$ cat src/rtl/mux24.sv
// Transmit side of the 24-slot operator/channel TDM bus: stores one value per slot and
// serialises them in bus order. Define MUX24_DBLBUF_EN for frame-coherent double buffering.
module mux24 #(
  parameter int         width = 10,
  parameter logic [4:0] pos0  = 5'd0
) (
  input  logic             clk,
  input  logic             rst,
  input  logic             clk_en,
  input  logic             wr_en,
  input  logic [2:0]       wr_ch,
  input  logic [1:0]       wr_op,
  input  logic [width-1:0] wr_data,
  output logic [width-1:0] mixed,
  output logic [4:0]       cnt,
  output logic             zero,
  output logic             pending
);

  logic [4:0]       next_cnt;
  logic [5:0]       rd_sum;
  logic [4:0]       rd_idx;
  logic [4:0]       wr_idx;
  logic             wr_ok;
  logic [width-1:0] rd_val;
  logic [width-1:0] active [24];

  always_comb begin
    next_cnt = (cnt == 5'd23) ? 5'd0 : cnt + 5'd1;
    rd_sum   = {1'b0, next_cnt} + {1'b0, pos0};
    // pos0 may be up to 31, so the sum can wrap past 24 twice
    if (rd_sum >= 6'd48)      rd_idx = 5'(rd_sum - 6'd48);
    else if (rd_sum >= 6'd24) rd_idx = 5'(rd_sum - 6'd24);
    else                      rd_idx = rd_sum[4:0];
  end

  // Bus order is S1, S3, S2, S4 while wr_op numbers them S1, S2, S3, S4
  always_comb begin
    case (wr_op)
      2'd0:    wr_idx = {2'b00, wr_ch};
      2'd1:    wr_idx = {2'b00, wr_ch} + 5'd12;
      2'd2:    wr_idx = {2'b00, wr_ch} + 5'd6;
      default: wr_idx = {2'b00, wr_ch} + 5'd18;
    endcase
    wr_ok = wr_en && (wr_ch <= 3'd5);
  end

  assign zero = (cnt == 5'd0);

`ifdef MUX24_DBLBUF_EN
  logic             boundary;
  logic [width-1:0] shadow [24];
  logic [width-1:0] staged [24];

  // staged folds this cycle's write into the shadow so a boundary write joins the copy
  always_comb begin
    for (int i = 0; i < 24; i++) staged[i] = shadow[i];
    if (wr_ok) staged[wr_idx] = wr_data;
    boundary = clk_en && (cnt == 5'd23);
    rd_val   = boundary ? staged[rd_idx] : active[rd_idx];
  end

  always_ff @(posedge clk) begin
    if (rst) begin
      for (int i = 0; i < 24; i++) begin
        active[i] <= '0;
        shadow[i] <= '0;
      end
      pending <= 1'b0;
    end else begin
      for (int i = 0; i < 24; i++) shadow[i] <= staged[i];
      if (boundary) begin
        for (int i = 0; i < 24; i++) active[i] <= staged[i];
        pending <= 1'b0;
      end else if (wr_ok) begin
        pending <= 1'b1;
      end
    end
  end
`else
  assign rd_val  = active[rd_idx];
  assign pending = 1'b0;

  always_ff @(posedge clk) begin
    if (rst) begin
      for (int i = 0; i < 24; i++) active[i] <= '0;
    end else if (wr_ok) begin
      active[wr_idx] <= wr_data;
    end
  end
`endif

  always_ff @(posedge clk) begin
    if (rst) begin
      cnt   <= 5'd0;
      mixed <= '0;
    end else if (clk_en) begin
      cnt   <= next_cnt;
      mixed <= rd_val;
    end
  end

endmodule
$ cat config.mk
export PLATFORM = sky130hd
export DESIGN_NAME = mux24
export DESIGN_NICKNAME = d
export VERILOG_FILES = /design/src/rtl/mux24.sv
export SDC_FILE = /design/constraint.sdc
export NUM_CORES = 1
export LEC_CHECK = 0
export BUFFER_PORTS_ARGS = -buffer_cell sky130_fd_sc_hd__buf_2
export CORE_AREA = 3 3 229 231
export CTS_CLUSTER_SIZE = 24
export DETAILED_ROUTE_END_ITERATION = 7
export DIE_AREA = 0 0 232 234
export PLACE_DENSITY = 0.44
export SLEW_MARGIN = 20
export SYNTH_ARGS = -nofsm -noshare
export SYNTH_HDL_FRONTEND = slang
export SYNTH_SLANG_ARGS = --single-unit
$ cat constraint.sdc
create_clock -name clk -period 8.4 [get_ports clk]
set_input_delay 0.84 -clock clk [delete_from_list [all_inputs] [get_ports clk]]
set_output_delay 0.84 -clock clk [all_outputs]
set_load 0.05 [all_outputs]
# Word level (Yosys, flattened, before mapping)
# Memories as Yosys holds them, arrays and structs flattened. A register that Yosys moved wholly into a read port is not among the register bits.
# Cells that the tools add are included.
# word_totals
ff_bits	5
ramBits	240
input_bits	19
out_inout_bits	17
elab_cells	30
mem_count	1
# op_classes
addsub	6
order_cmp	3
n_eq_ne	3
n_mux	12
n_reduce_logical	4
# memory_table
name	depth	width	read_ports	rd_ports_with_merged_regs	write_ports	line	source
active	24	10	1	1	24	26	logic [width-1:0] active [24];
# op_table
op	n
5-bit 2-to-1 mux	4
5-bit case mux with 3 select lines	1
10-bit 2-to-1 mux	1
10-bit OR reduction	1
5-bit subtractor (second input constant)	2
5-bit by 6-bit greater-or-equal comparator with 1-bit output (second input constant)	1
1-bit 2-to-1 mux	6
3-bit by 4-bit adder with 5-bit output (second input constant)	1
3-bit by 5-bit adder with 5-bit output (second input constant)	1
5-bit by 1-bit adder with 5-bit output (second input constant)	1
5-bit == test (second input constant)	1
5-bit greater-or-equal comparator (second input constant)	1
5-bit logical NOT	1
3-bit by 3-bit adder with 4-bit output (second input constant)	1
3-bit <= comparator (second input constant)	1
2-bit by 1-bit == test with 1-bit output (second input constant)	1
2-bit == test (second input constant)	1
2-bit logical NOT	1
1-bit logical AND	1

# Depth between registers and ports, before layout
# Gate-level depths: netlist of run 1.
# logic_depth
word_depth	7
mapped_depth	12
ltp_nobuf	11

# Worst setup path before layout of run 1
# OpenSTA, ideal clock, no wires.
# synth_timing
path_kind	reg2out
start	register cnt[0]
end	output zero
arrival_time_ns	2.381
path_slack_ns	5.179
path_stages_with_launch	4
cell_sequence	dfxtp_1 -> inv_1 -> ha_1 -> nor4b_1
# synth_via
elab_chain_len	1
# synth_rtl
item	line	source
from (decl)	15	output logic [4:0] cnt,
from (signal assigned)	98	cnt <= next_cnt;
5-bit logical NOT	48	assign zero = (cnt == 5'd0);
to (decl)	16	output logic zero,
# Every way passes these cells.

# Worst setup path after layout of run 1
# layout_timing
start	register cnt[0]
end	register mixed[8] (read register of active)
# layout_via
elab_chain_len	5
word_cells_on_any_way	9
cone_classes	3 x add/sub; 2 x order compare; 1 x eq/ne; 3 x mux
# layout_rtl
item	line	source
5-bit by 1-bit adder with 5-bit output / 5-bit == test (equally long branches)	29	next_cnt = (cnt == 5'd23) ? 5'd0 : cnt + 5'd1;
5-bit 2-to-1 mux *	29	
5-bit subtractor / 5-bit greater-or-equal comparator (equally long branches)	33	else if (rd_sum >= 6'd24) rd_idx = 5'(rd_sum - 6'd24);
5-bit 2-to-1 mux	33	
5-bit 2-to-1 mux *	32	if (rd_sum >= 6'd48) rd_idx = 5'(rd_sum - 6'd48);
to (decl)	14	output logic [width-1:0] mixed,
# Every way passes the cells marked *; elsewhere a longest branch is shown, timed or not.
# A chain may end at the register's enable or synchronous reset.

==> results.txt, run 1 <==
The buffer count from post-CTS setup fixing is 0. Of all flip-flops after synthesis, the portion carrying an async set or reset was 0%. The synthesized area per cell came out at 15.3 µm². The actual slew at the worst max-slew pin came out at 0.969 ns. The area share of fa/ha/maj cells after synthesis is 0.497%.

The worst setup path is launched from a flip-flop. The overall die width is 232 µm. For flop-to-flop paths, the worst setup slack is 4.71 ns. The type of destination of the critical path is a flip-flop. Summed over all cells, the static leakage comes to 5.74 nW. The placed wire-length estimate after detailed placement is 25500 µm. The launching point of the worst reg2reg path is cnt[0].

The setup-violating endpoint count in the final report is 0. The leading area contributor after synthesis is edfxtp_1. The cell area that synthesis handed to floorplanning was 15100 µm². The share of the clock period used by the worst path after layout is 43.9%. After synthesis the netlist holds a flip-flop and latch count of 335. The cell type of the slowest stage on the worst timing path is buf_4.

The worst setup path is of the flip-flop to flip-flop kind. The internal cell power is 3.00 mW. For this run, the detailed router's first-pass iteration total came to 5. The synthesized-area fraction occupied by ao, oa, aoi and oai cells is 1.75%.

The largest fanout of any net on the critical path came out at 44. The number of buffers added on ports came out at 34. Measured along the y axis, the die boundary spans 234 µm.

The number of flops mapped to enable cells by yosys came out at 320. Walking the worst path, the cells encountered are ha_1 -> a41oi_4 -> buf_4 -> buf_4 -> mux4_2 -> o311ai_0 -> a2111oi_2. Summed over all layers, the routed wires come to 41100 µm. The antenna diode count is 0.

The relative contribution of the clock network to total power is 41.0%. In the synthesized netlist the dominant register cell turns out to be edfxtp_1. Leaving out fill and tap cells, the most frequent cell in the layout is edfxtp_1. The first global-routing pass estimated 61000 µm of wire. Adding up every negative setup slack in the final design gives 0 ns. The starting density of the core came out at 30.0%. The worst setup timing slack at the placement stage came out at 4.54 ns. The floorplan die area came out at 54300 µm². Across all layers, the routed design uses 8115 vias. For this run, the top clock speed supported by timing is 271 MHz. In this run, the number of DRC markers left after iteration 0 of detailed routing was 604. The worst register-to-register path has a depth of 7. The max-slew violation count was 0.

In the synthesized netlist, the number of instances is 989. The sequential cell area fraction in the yosys report is 65.7%. By area, the combinational part of the netlist is dominated by simple AND/OR/NAND/NOR gates. The global-route usage over all layers is 15.6%. The data required time of the critical path came out at 8.79 ns. The final count of hold timing violations is 0.

The cell sitting at the root of the clock tree is a clkbuf_16. The share of total power dissipated in combinational logic is 10.1%. The tree built by TritonCTS fans out to 335 sinks. Measured against its own limit, the worst slew margin works out to 35.4%. The min-delay analysis places its worst path in the category flip-flop to flip-flop. The number of buffers and inverters on the critical path is 2. The number of nets with antenna violations after routing is 0. The number of nets handed over by synthesis was 1014. The DRC violation count after routing came out at 0. The endpoint of the most critical setup path is mixed[8].

Using the TritonRoute via totals, the vias-per-cell ratio works out to 4.77. The power spent charging and discharging nets is 939 µW. Yosys mapped the design onto 54 distinct sky130hd cell types. Dividing total power by cell area gives a power density of 230 nW/µm². The arrival time at the worst endpoint is 4.07 ns. In the final routed layout, each cell accounts on average for 24.2 µm.

The number of antenna violations at the first check in global routing came to 4. After synthesis, the share of cell area in mux cells is 12.9%. Net switching is 23.8% of the power. The top cell types in the final layout, fill and taps aside, are edfxtp_1, and2_1, mux4_2, nand2_1, nor2_1. The simple-gate share of the synthesized area is 16.1%. The clock transition time at the flip-flop clock pins of the worst setup and hold paths came out at 0.06 ns. The total overflow left after global routing is 0.

The flow ran to the end, and the final reports show no timing, DRC or antenna violations. The clock reaches the later pin of the worst-skew pair after 0.55 ns. Routability-driven placement finished with a final weighted congestion of 0.767.

The top-level I/O count came out at 36. Summing the areas of all xor and xnor instances in the mapped netlist gives 0.506% of the synthesized area. The warning count from the yosys run came out at 0. The endpoint identified for the worst register-to-register timing path is mixed[8]. The setup slack after layout came out at 4.71 ns.

Setup repair after global routing left no endpoint under its margin. The count of instances resized after the clock tree is built is 0. The number of nets in the layout is 1026. The number of buffers on the longest clock path is 3. The total area inside the core boundary comes to 50300 µm². The area added between synthesis and finish came out at 13.4%. The total clock buffers created by CTS came out at 38. The peak supply drop is 108 µV.

Among cell families on the critical path, the largest total delay comes from buffers and inverters. The beginning of the critical path is cnt[0]. The maximum number of pins on one net before global-route repair is 45. The fraction of final layout cells with drive strength greater than 1 came out at 21.2%. The largest stage delay on the critical path is 0.70 ns. The logic depth of the worst setup path including buffers is 7. The quantity of hold-fixing buffers added after cts is 0. The area fraction of the dominant cell type after synthesis is 63.7%. The H-tree depth is 2. The worst clock skew is 0.0192 ns. Ranked by total cell area, the synthesized netlist is headed by edfxtp_1, mux4_2, and2_1. The via count of the first global-routing pass is 8542. The relative contribution of sequential cells to total power came out at 48.9%. Among the stages of the critical path, the cell type that occurs most often is buf_4. The placement row count is 82. The smallest clock period supported by the final layout is computed as 3.69 ns. TritonCTS built the clock tree. The number of max-cap violations is 0.
## flip-flops by register name, indices dropped and copies added (netlist names)
signal  flops
mixed      10
cnt         5
active    320
## layer usage
| metal | vias up | part of all wire (%) | track usage, % | wire, µm |
|---|---|---|---|---|
| met5 | - | 0.027 | 0 | 11 |
| met4 | 2 | 1.8 | 4.16 | 758 |
| met3 | 44 | 4.1 | 2.30 | 1690 |
| met2 | 178 | 49 | 25.8 | 20000 |
| met1 | 4225 | 45 | 21.5 | 18600 |
| li1 | 3666 | - | - | - |
## cell usage after synthesis, types with 6 or more instances
cell / count
and2_1: 240
and4_1: 7
buf_2: 13
buf_4: 6
clkbuf_1: 57
dfxtp_1: 15
edfxtp_1: 320
ha_1: 6
inv_1: 6
mux2i_1: 11
mux4_2: 80
nand2_1: 54
nand3_1: 25
nor2_1: 56
or2_2: 21
## stage by stage
| stage | util, % | cells | total power [mW] | area [µm²] | hold WS [ns] |
|---|---|---|---|---|---|
| 5_1_grt | 34.0 | 1701 | 4.08 | 17100 | 0.630 |
| 2_1_floorplan | - | 989 | 2.22 | 15100 | 0.750 |
| 4_1_cts | 34.0 | 1701 | 3.99 | 17100 | 0.590 |
| 3_3_place_gp | 31.6 | 1633 | 2.37 | 15900 | 0.566 |
| 6_report | 34.0 | 1701 | 3.94 | 17100 | 0.589 |
| 3_5_place_dp | 31.7 | 1633 | 2.37 | 15900 | 0.573 |
## kinds of logic after synthesis
kind of cell / count (synthesis)
AOI/OAI and AO/OA: 31
xor gates and xnor gates: 7
adders and majority gates: 6
buffers and inverters: 86
DFF: 335
muxes: 93
other: 1
and+or+nand+nor: 430
## worst min-delay path by stage
| stage | endpoint | slack [ns] | from | depth (start not counted) |
|---|---|---|---|---|
| floorplan | mixed[8] | 0.75 | mixed[8] | 2 |
| global route | mixed[8] | 0.63 | mixed[8] | 2 |
| global placement | cnt[1] | 0.57 | cnt[1] | 2 |
| detailed placement | mixed[8] | 0.57 | mixed[8] | 2 |
| finish | cnt[1] | 0.59 | cnt[1] | 2 |
| CTS | mixed[8] | 0.59 | mixed[8] | 2 |
## worst reg2reg max path, stage by stage (launching register included)
cell       delay, ns
dfxtp_1         0.38
ha_1            0.40
a41oi_4         0.27
buf_4           0.52
buf_4           0.71
mux4_2          0.50
o311ai_0        0.60
a2111oi_2       0.15
## power groups by stage
stage                     Sequential (mW)  Combinational (mW)  Clock, mW
final                                1.93               0.397       1.62
after global routing                 1.93               0.428       1.72
after global placement               1.96               0.410          0
after CTS                            1.93               0.410       1.65
after detailed placement             1.96               0.409          0
after floorplan                      1.97               0.252          0
## layout make-up
cell class                 count  area (µm²)
multi-input combinational    568        4850
timing repair buffer          51         298
clock inverter                16         120
fill                        4894       33200
tap                          672         841
clock buffer                  52        1070
inverter                       7        26.3
sequential                   335        9910
No activity file was read; power rests on OpenSTA's default activity.
==> run 2: changes to the inputs <==
--- a/config.mk
+++ b/config.mk
@@ -5,11 +5,12 @@
 export SDC_FILE = /design/constraint.sdc
 export NUM_CORES = 1
 export LEC_CHECK = 0
+export ABC_AREA = 1
 export BUFFER_PORTS_ARGS = -buffer_cell sky130_fd_sc_hd__buf_2
-export CORE_AREA = 3 3 229 231
+export CORE_AREA = 3 3 236 238
 export CTS_CLUSTER_SIZE = 24
 export DETAILED_ROUTE_END_ITERATION = 7
-export DIE_AREA = 0 0 232 234
+export DIE_AREA = 0 0 239 241
 export PLACE_DENSITY = 0.44
 export SLEW_MARGIN = 20
 export SYNTH_ARGS = -nofsm -noshare
==> constraint.sdc (replaced) <==
create_clock -name clk -period 3.79 [get_ports clk]
set_input_delay 0.379 -clock clk [delete_from_list [all_inputs] [get_ports clk]]
set_output_delay 0.379 -clock clk [all_outputs]
set_load 0.05 [all_outputs]
==> run 2 against run 1 <==
  * Clock power is 120% higher
  * First-iteration DRC count grew 53%
  * Register-to-register slack worse by 3.7 ns
  * Total power rose by 130%
  * Synthesized area increased by 6.6%
  * Worst hold slack got worse by 0.47 ns
  * Count of clock-buffer cells in the layout up 3
  * Maximum frequency grew 33%
  * Sequential share of layout area decreased by 3.2 points
  * Non-clock buffer count up 22
  * Clock skew rose by 0.0078 ns
  * Critical path depth rose by 7
  * Highest routed layer is now met4
==> results.txt, run 2 <==
The worst clock skew came out at 0.0270 ns (was 0.0192 ns). Run status: finished, final reports clean (unchanged). The endpoint of the most critical setup path is mixed[2] (was mixed[8]). The synthesized netlist cell count is 1705 (was 989). The synthesized area per cell came out at 9.43 µm² (was 15.3 µm²). Dominant cells by area after synthesis: edfxtp_1, nand2_1, nand3_1 (was edfxtp_1, mux4_2, and2_1).

The area share of fa/ha/maj cells after synthesis was 0.467% (was 0.497%). The total detailed-routing wirelength came out at 49900 µm (was 41100 µm). The warning count from the yosys run came out at 0 (unchanged). The max-slew violation count came to 0 (unchanged). The flip-flop and latch area came out at 9910 µm² (unchanged). The largest fanout of any net on the critical path is 24 (was 44). The first-pass GRT wire length came out at 74100 µm (was 61000 µm). The peak supply drop came out at 252 µV (was 108 µV). The final RePlAce weighted congestion came out at 0.823 (was 0.767). The worst hold path class was primary input to flip-flop (was flip-flop to flip-flop). The root buffer selected by CTS is clkbuf_16 (unchanged). The top-level I/O count came out at 36 (unchanged).

The average wire length per cell after detail routing is 20.6 µm (was 24.2 µm). The beginning of the critical path is cnt[0] (unchanged). RSZ-0062 raised after global routing: false (unchanged).

The area of the core region was 53800 µm² (was 50300 µm²). The TritonCTS clock tree was yes (unchanged). The time the final worst path needs with I/O delays and setup was 2.78 ns (was 3.69 ns).

The maximum achievable frequency is 360 MHz (was 271 MHz). The most common cell after layout, fill and taps aside is nand2_1 (was edfxtp_1). The count of instances resized after the clock tree is built came out at 0 (unchanged). The overall die width is 239 µm (was 232 µm). The H-tree depth came out at 2 (unchanged). The simple-gate share of the synthesized area is 28.4% (was 16.1%). The via count came out at 11600 (was 8115).

The height of the chip is 241 µm (was 234 µm). The worst relative slew slack came out at 30.0% (was 35.4%). The critical path start-end classification is flip-flop to flip-flop (unchanged).

The startpoint kind of the worst setup timing path is a flip-flop (unchanged). The flip-flop count of the largest register, all copies and words added was 320 (unchanged). The minimum setup slack among reg-to-reg paths came out at 1.01 ns (was 4.71 ns). The post-synthesis instance area is 16100 µm² (was 15100 µm²). The type of destination of the critical path is a flip-flop (unchanged). The clock sink total came to 335 (unchanged). The antenna diode count came out at 0 (unchanged). The floorplan die area came out at 57600 µm² (was 54300 µm²). The clock latency at the later pin of the worst-skew pair came out at 0.57 ns (was 0.55 ns). The actual slew at the worst max-slew pin is 1.05 ns (was 0.969 ns). The number of nets in the layout came to 1717 (was 1026). The register bank with the most flops is active (unchanged).

The setup TNS is 0 ns (unchanged). The synthesized-area fraction occupied by ao, oa, aoi and oai cells came out at 1.21% (was 1.75%). The number of detailed-route iterations in the first pass came out at 5 (unchanged). The endpoint of the worst register-to-register path is mixed[2] (was mixed[8]). The worst setup timing slack at the placement stage is 0.647 ns (was 4.54 ns). The area of the multi-input gates is 4900 µm² (was 4850 µm²). The static leakage was 7.39 nW (was 5.74 nW). The dominant synthesized flop cell was edfxtp_1 (unchanged). The sum of met2 wire segment lengths after detailed routing came to 22200 µm (was 20000 µm). The logic depth of the worst setup path including buffers is 14 (was 7). The sequential cell area fraction in the yosys report came out at 61.6% (was 65.7%). The total length of routed met3 wires is 3050 µm (was 1690 µm). The cell type of the slowest stage on the worst timing path was inv_1 (was buf_4).

The number of antenna violations at the first check in global routing is 1 (was 4). Most used cells in the layout excluding fill and tap cells: nand2_1, edfxtp_1, nand3_1, nor2_1, inv_1 (was edfxtp_1, and2_1, mux4_2, nand2_1, nor2_1). The placement row count came out at 85 (was 82). The final core utilization is 33.6% (was 34.0%). The clock transition time at the flip-flop clock pins of the worst setup and hold paths came out at 0.06 ns (about the same). The net count after synthesis was 1730 (was 1014). The routed length on met1 came out at 23000 µm (was 18600 µm). The number of distinct library cells after synthesis came out at 30 (was 54).

The fraction of final layout cells with drive strength greater than 1 was 8.54% (was 21.2%). The count of routing violations after the opening detailed-route iteration is 927 (was 604). The data required time of the critical path came out at 4.20 ns (was 8.79 ns). The buffer count from post-CTS setup fixing was 0 (unchanged). The maximum number of pins on one net before global-route repair came out at 121 (was 45). The number of buffers on the longest clock path was 3 (unchanged). The XOR/XNOR share of the synthesized area is 0.226% (was 0.506%). The fraction of registers with async set/reset is 0% (unchanged).

The worst hold slack after final layout came out at 0.117 ns (was 0.589 ns). Top flop regs: active x320, mixed x10, cnt x5 (unchanged). The number of flip-flops and latches in the synthesized netlist was 335 (unchanged). The launching point of the worst reg2reg path is cnt[0] (unchanged).

The placed wire-length estimate after detailed placement was 30100 µm (was 25500 µm). The quantity of hold-fixing buffers added after cts came out at 0 (unchanged). The total of fill cells in the finished design came to 5541 (was 4894). The area added between synthesis and finish is 12.5% (was 13.4%).

The DRC violation count after routing came out at 0 (unchanged). The critical path buffer and inverter count is 3 (was 2). The kind of cell adding the most delay to the critical path is simple AND/OR/NAND/NOR gates (was buffers and inverters). The starting density of the core is 29.9% (was 30.0%).

The setup slack after layout came out at 1.01 ns (was 4.71 ns). The total clock buffers created by CTS is 39 (was 38). The number of nets with antenna violations after routing came out at 0 (unchanged). Cell-by-cell listing of the critical path: ha_1 -> nand2_1 -> inv_2 -> nand2_4 -> nand2_8 -> inv_1 -> buf_4 -> nand2_1 -> nand3_1 -> nand3_1 -> nand3_1 -> nand3_1 -> nand2_1 -> a21oi_1 (was ha_1 -> a41oi_4 -> buf_4 -> buf_4 -> mux4_2 -> o311ai_0 -> a2111oi_2). The share of synthesized area spent on multiplexers is 0% (was 12.9%). The global-route usage over all layers was 17.4% (was 15.6%).

The number of buffers added on ports is 34 (unchanged). The setup-violating endpoint count in the final report is 0 (unchanged). The power density over the cells came to 503 nW/µm² (was 230 nW/µm²).

The main combinational cell family by area after synthesis was simple AND/OR/NAND/NOR gates (unchanged). The area fraction of the dominant cell type after synthesis is 59.7% (was 63.7%). The share of the clock period used by the worst path after layout came out at 73.3% (was 43.9%). The number of max-cap violations came out at 0 (unchanged). The final count of hold timing violations is 0 (unchanged). The number of flops mapped to enable cells by yosys came to 320 (unchanged). The leading area contributor after synthesis is edfxtp_1 (unchanged). The overall overflow remaining after global route is 0 (unchanged). The via density per instance came to 4.80 (was 4.77). The largest stage delay on the critical path was 0.46 ns (was 0.70 ns). The most common cell in the synthesized netlist is nand2_1 (was edfxtp_1). The via count of the first global-routing pass is 11200 (was 8542). The number of cell instances on the worst register-to-register path is 14 (was 7). The arrival time at the worst endpoint came out at 3.19 ns (was 4.07 ns). The uppermost metal layer occupied by signal nets is met4 (was met5). Top cell types by occurrence after synthesis: nand2_1, edfxtp_1, nor2_1, nand3_1, inv_1 (was edfxtp_1, and2_1, mux4_2, clkbuf_1, nor2_1). The critical path's most frequent cell is nand3_1 (was buf_4).
==> run 2: cell count changes in the layout (fill, tap and decap cells not counted), moves of 86 or more <==
cell,previous run,this run
nand2_1,54,369
and2_1,240,0
nand3_1,25,276
nor2_1,51,276
inv_1,6,166
nand3b_1,0,86
==> run 2: how the worst min path moves through the flow <==
stage	start	cells after the start	slack, ns	to
detailed placement	mixed[3]	2	0.51	mixed[3]
finish	wr_data[0]	1	0.12	active[31][0]
global placement	mixed[2]	2	0.51	mixed[2]
CTS	wr_data[0]	1	0.08	active[24][0]
global route	wr_data[4]	1	0.10	active[25][4]
floorplan	wr_data[0]	0	0.48	active[24][0]
==> run 2: kinds of logic after synthesis <==
| kind of cell | count (synthesis) |
|---|---|
| xor+xnor | 2 |
| compound gates | 37 |
| flops | 335 |
| other cells | 1 |
| simple gates | 1019 |
| fa+ha+maj | 6 |
| buf+inv | 305 |
==> run 2: final cells by class <==
| class | instances | share of cell area (%) |
|---|---|---|
| Clock buffer | 55 | 6.06 |
| Clock inverter | 16 | 0.629 |
| Inverter | 178 | 3.72 |
| Multi-Input combinational cell | 1065 | 27.1 |
| Sequential cell | 335 | 54.8 |
| Tap cell | 696 | 4.81 |
| Timing Repair Buffer | 73 | 2.90 |
==> run 2: per-stage QoR <==
step                      total power, mW  cell area, µm²  cells
after detailed placement             5.57           16900   2347
after global placement               5.57           16900   2347
after global routing                 9.45           18100   2418
final                                9.11           18100   2418
after CTS                            9.20           18100   2418
after floorplan                      5.10           16100   1705
==> run 2: per-layer routing <==
layer,global-route usage [%],vias to the layer above
met5,0,-
met1,24.4,5608
met4,6.07,0
met3,3.30,91
met2,27.0,329
li1,-,5572
==> run 2: power by group <==
group / total (mW) / internal, mW / switching, mW
clock network: 3.62 / 2.09 / 1.53
registers: 4.26 / 4.21 / 0.0520
logic: 1.22 / 0.319 / 0.901
total: 9.11 / 6.62 / 2.49
==> run 3: changes to the inputs <==
--- a/config.mk
+++ b/config.mk
@@ -5,12 +5,12 @@
 export SDC_FILE = /design/constraint.sdc
 export NUM_CORES = 1
 export LEC_CHECK = 0
-export ABC_AREA = 1
+export ABC_AREA = 0
 export BUFFER_PORTS_ARGS = -buffer_cell sky130_fd_sc_hd__buf_2
-export CORE_AREA = 3 3 236 238
+export CORE_AREA = 3 3 229 231
 export CTS_CLUSTER_SIZE = 24
 export DETAILED_ROUTE_END_ITERATION = 7
-export DIE_AREA = 0 0 239 241
+export DIE_AREA = 0 0 232 234
 export PLACE_DENSITY = 0.44
 export SLEW_MARGIN = 20
 export SYNTH_ARGS = -nofsm -noshare
==> constraint.sdc (replaced) <==
create_clock -name clk -period 2.9 [get_ports clk]
set_input_delay 0.29 -clock clk [delete_from_list [all_inputs] [get_ports clk]]
set_output_delay 0.29 -clock clk [all_outputs]
set_load 0.05 [all_outputs]
==> run 3 against run 2 <==
  * Cell count down 27%
  * Total power up 26%
  * Final area down 2.1%
  * Worst hold slack gained 0.13 ns
  * First-iteration DRC count fell by 15%
  * Setup slack got worse by 0.81 ns
  * Highest routed layer unchanged
==> results.txt, run 3 (same netlist as run 1, synthesis figures left out) <==
The first-pass GRT wire length was 61700 µm (was 74100 µm). The part of the total power dissipated in combinational logic is 11.4% (was 13.4%). RSZ-0062 raised after global routing: false (unchanged).

The clock transition time at the flip-flop clock pins of the worst setup and hold paths was 0.06 ns (about the same). The placed wire-length estimate after detailed placement is 26800 µm (was 30100 µm). Run status: finished, final reports clean (unchanged). The overall die width is 232 µm (was 239 µm). The max-slew violation count came out at 0 (unchanged). The number of max-cap violations came out at 0 (unchanged). The fraction of final layout cells with drive strength greater than 1 was 25.8% (was 8.54%). The power spent charging and discharging nets is 2.76 mW (was 2.49 mW). The placement row count came to 82 (was 85).

The TritonCTS clock tree was yes (unchanged). The number of detailed-route iterations in the first pass is 5 (unchanged). The maximum number of pins on one net before global-route repair is 43 (was 121). The power density over the cells is 646 nW/µm² (was 503 nW/µm²).

The critical path start-end classification is flip-flop to flip-flop (unchanged). The static leakage is 6.08 nW (was 7.39 nW). The total detailed-routing wirelength came out at 41700 µm (was 49900 µm). The number of buffers added on ports came out at 34 (unchanged).

The area of the core region is 50300 µm² (was 53800 µm²). The peak supply drop came out at 306 µV (was 252 µV). The post-detailed-placement cell area is 16500 µm² (was 16900 µm²). Most used cells in the layout excluding fill and tap cells: edfxtp_1, and2_1, mux4_2, buf_4, nor2_1 (was nand2_1, edfxtp_1, nand3_1, nor2_1, inv_1). The setup TNS came out at 0 ns (unchanged).

The starting density of the core is 30.0% (was 29.9%). The DRC violation count after routing came to 0 (unchanged). The setup slack after layout came out at 0.206 ns (was 1.01 ns). The worst clock skew came out at 0.0121 ns (was 0.0270 ns). The final RePlAce weighted congestion is 0.851 (was 0.823). The root buffer selected by CTS is clkbuf_16 (unchanged).

The worst setup timing slack at the placement stage was -0.0877 ns (was 0.647 ns). The worst hold path class was primary input to flip-flop (unchanged). The time the final worst path needs with I/O delays and setup is 2.69 ns (was 2.78 ns). The via density per instance came out at 4.72 (was 4.80). The number of cells on the worst hold path came out at 3 (was 1).

The height of the chip was 234 µm (was 241 µm). The final count of hold timing violations came to 0 (unchanged). The worst hold slack after final layout came out at 0.244 ns (was 0.117 ns). The count of routing violations after the opening detailed-route iteration came out at 789 (was 927). The total clock buffers created by CTS is 39 (unchanged). The type of destination of the critical path is a flip-flop (unchanged).

The count of non-filler cells in the finished layout is 1765 (was 2418). Top flop regs: active x320, mixed x10, cnt x5 (unchanged). The number of nets with antenna violations after routing came out at 0 (unchanged). The floorplan die area is 54300 µm² (was 57600 µm²). The cell type of the slowest stage on the worst timing path is dfxtp_2 (was inv_1). The final core utilization came to 35.2% (was 33.6%). The arrival time at the worst endpoint was 3.13 ns (was 3.19 ns). The maximum achievable frequency is 371 MHz (was 360 MHz). The clock latency at the later pin of the worst-skew pair came out at 0.54 ns (was 0.57 ns). The area added between synthesis and finish is 17.4% (was 12.5%). The largest fanout of any net on the critical path came to 5 (was 24). The critical path buffer and inverter count came out at 2 (was 3). The internal cell power came out at 8.68 mW (was 6.62 mW).

The setup-violating endpoint count in the final report was 0 (unchanged). The number of antenna violations at the first check in global routing is 2 (was 1). Cell-by-cell listing of the critical path: ha_1 -> buf_4 -> a21oi_1 -> mux2i_4 -> inv_1 -> ha_2 -> nand2b_1 -> o31a_1 -> nand2_1 -> nor2_2 -> nand3_1 -> and4_1 (was ha_1 -> nand2_1 -> inv_2 -> nand2_4 -> nand2_8 -> inv_1 -> buf_4 -> nand2_1 -> nand3_1 -> nand3_1 -> nand3_1 -> nand3_1 -> nand2_1 -> a21oi_1). The overall overflow remaining after global route is 0 (unchanged). The cell count after placement is 1697 (was 2347).

The actual slew at the worst max-slew pin came to 0.809 ns (was 1.05 ns). The clock sink total was 335 (unchanged). The number of cell instances on the worst register-to-register path is 12 (was 14). The largest stage delay on the critical path came out at 0.37 ns (was 0.46 ns). The via count of the first global-routing pass came out at 8704 (was 11200). The flip-flop count of the largest register, all copies and words added came to 320 (unchanged).

The most common cell after layout, fill and taps aside was edfxtp_1 (was nand2_1). The register bank with the most flops is active (unchanged). The global-route usage over all layers is 15.7% (was 17.4%). The startpoint kind of the worst setup timing path is a flip-flop (unchanged). The data required time of the critical path came to 3.34 ns (was 4.20 ns). The number of buffers on the longest clock path is 3 (unchanged). The via count came out at 8326 (was 11600). The H-tree depth came out at 2 (unchanged). The relative contribution of sequential cells to total power is 48.7% (was 46.8%).

The average wire length per cell after detail routing is 23.6 µm (was 20.6 µm). The logic depth of the worst setup path including buffers is 12 (was 14). The worst relative slew slack came out at 46.1% (was 30.0%). The relative contribution of the clock network to total power is 39.9% (was 39.8%). The top-level I/O count was 36 (unchanged).

The finished layout cell area is 17700 µm² (was 18100 µm²). The total power draw came to 11.4 mW (was 9.11 mW). The switching power share of the total is 24.1% (was 27.3%). The kind of cell adding the most delay to the critical path is simple AND/OR/NAND/NOR gates (unchanged). The share of the clock period used by the worst path after layout is 92.9% (was 73.3%). The number of nets in the layout came out at 1094 (was 1717).
## run 3: cell count changes in the layout (fill, tap and decap cells not counted), sizes merged, moves of 45 or more
cell | previous run | this run
mux4 | 0 | 80
nor2 | 277 | 56
and2 | 0 | 241
nand3b | 86 | 0
buf | 73 | 118
nand3 | 277 | 26
inv | 175 | 7
nand2 | 371 | 54
## run 3: tightest hold or removal path, stage by stage
cell     delay [ns]
buf_2          0.27
nand2_1        0.12
a21oi_1        0.05
## run 3: worst paths after layout
| check | start | endpoint | slack, ns |
|---|---|---|---|
| worst min register to register | cnt[3] | cnt[3] | 0.50 |
| worst min-delay path | clk_en | cnt[4] | 0.24 |
| worst max register to register | cnt[1] | mixed[2] | 0.21 |
| worst max-delay path | cnt[1] | mixed[2] | 0.21 |
## run 3: cell type report
cell class	instances	area [µm²]
Antenna cell	1	2.50
Clock buffer	52	1070
Clock inverter	12	82.6
Fill cell	4886	32600
Inverter	7	26.3
Multi-Input combinational cell	568	4850
Sequential cell	335	9910
Tap cell	672	841
Timing Repair Buffer	118	926
## run 3: per-layer routing
layer | GRT usage [%] | up-vias | routed length (µm)
li1 | - | 3797 | -
met3 | 2.36 | 61 | 1800
met2 | 25.5 | 197 | 19700
met5 | 0 | - | 0
met1 | 22.0 | 4271 | 19200
met4 | 4.49 | 0 | 947
## run 3: repair_timing
| item | 4_1_cts | 5_1_grt |
|---|---|---|
| hold buffers | 0 | 0 |
| setup buffers | 0 | 3 |
| setup endpoints to repair | 7 | 9 |
| gates resized for setup | 1 | 4 |
| cloned | 0 | 0 |
## run 3: power by group through the flow
stage,Sequential (mW),Combinational [mW],Clock [mW]
global route,5.59,1.40,4.87
CTS,5.58,1.34,4.71
floorplan,5.70,0.730,0
finish,5.57,1.30,4.57
global placement,5.67,1.35,0
detailed placement,5.68,1.34,0
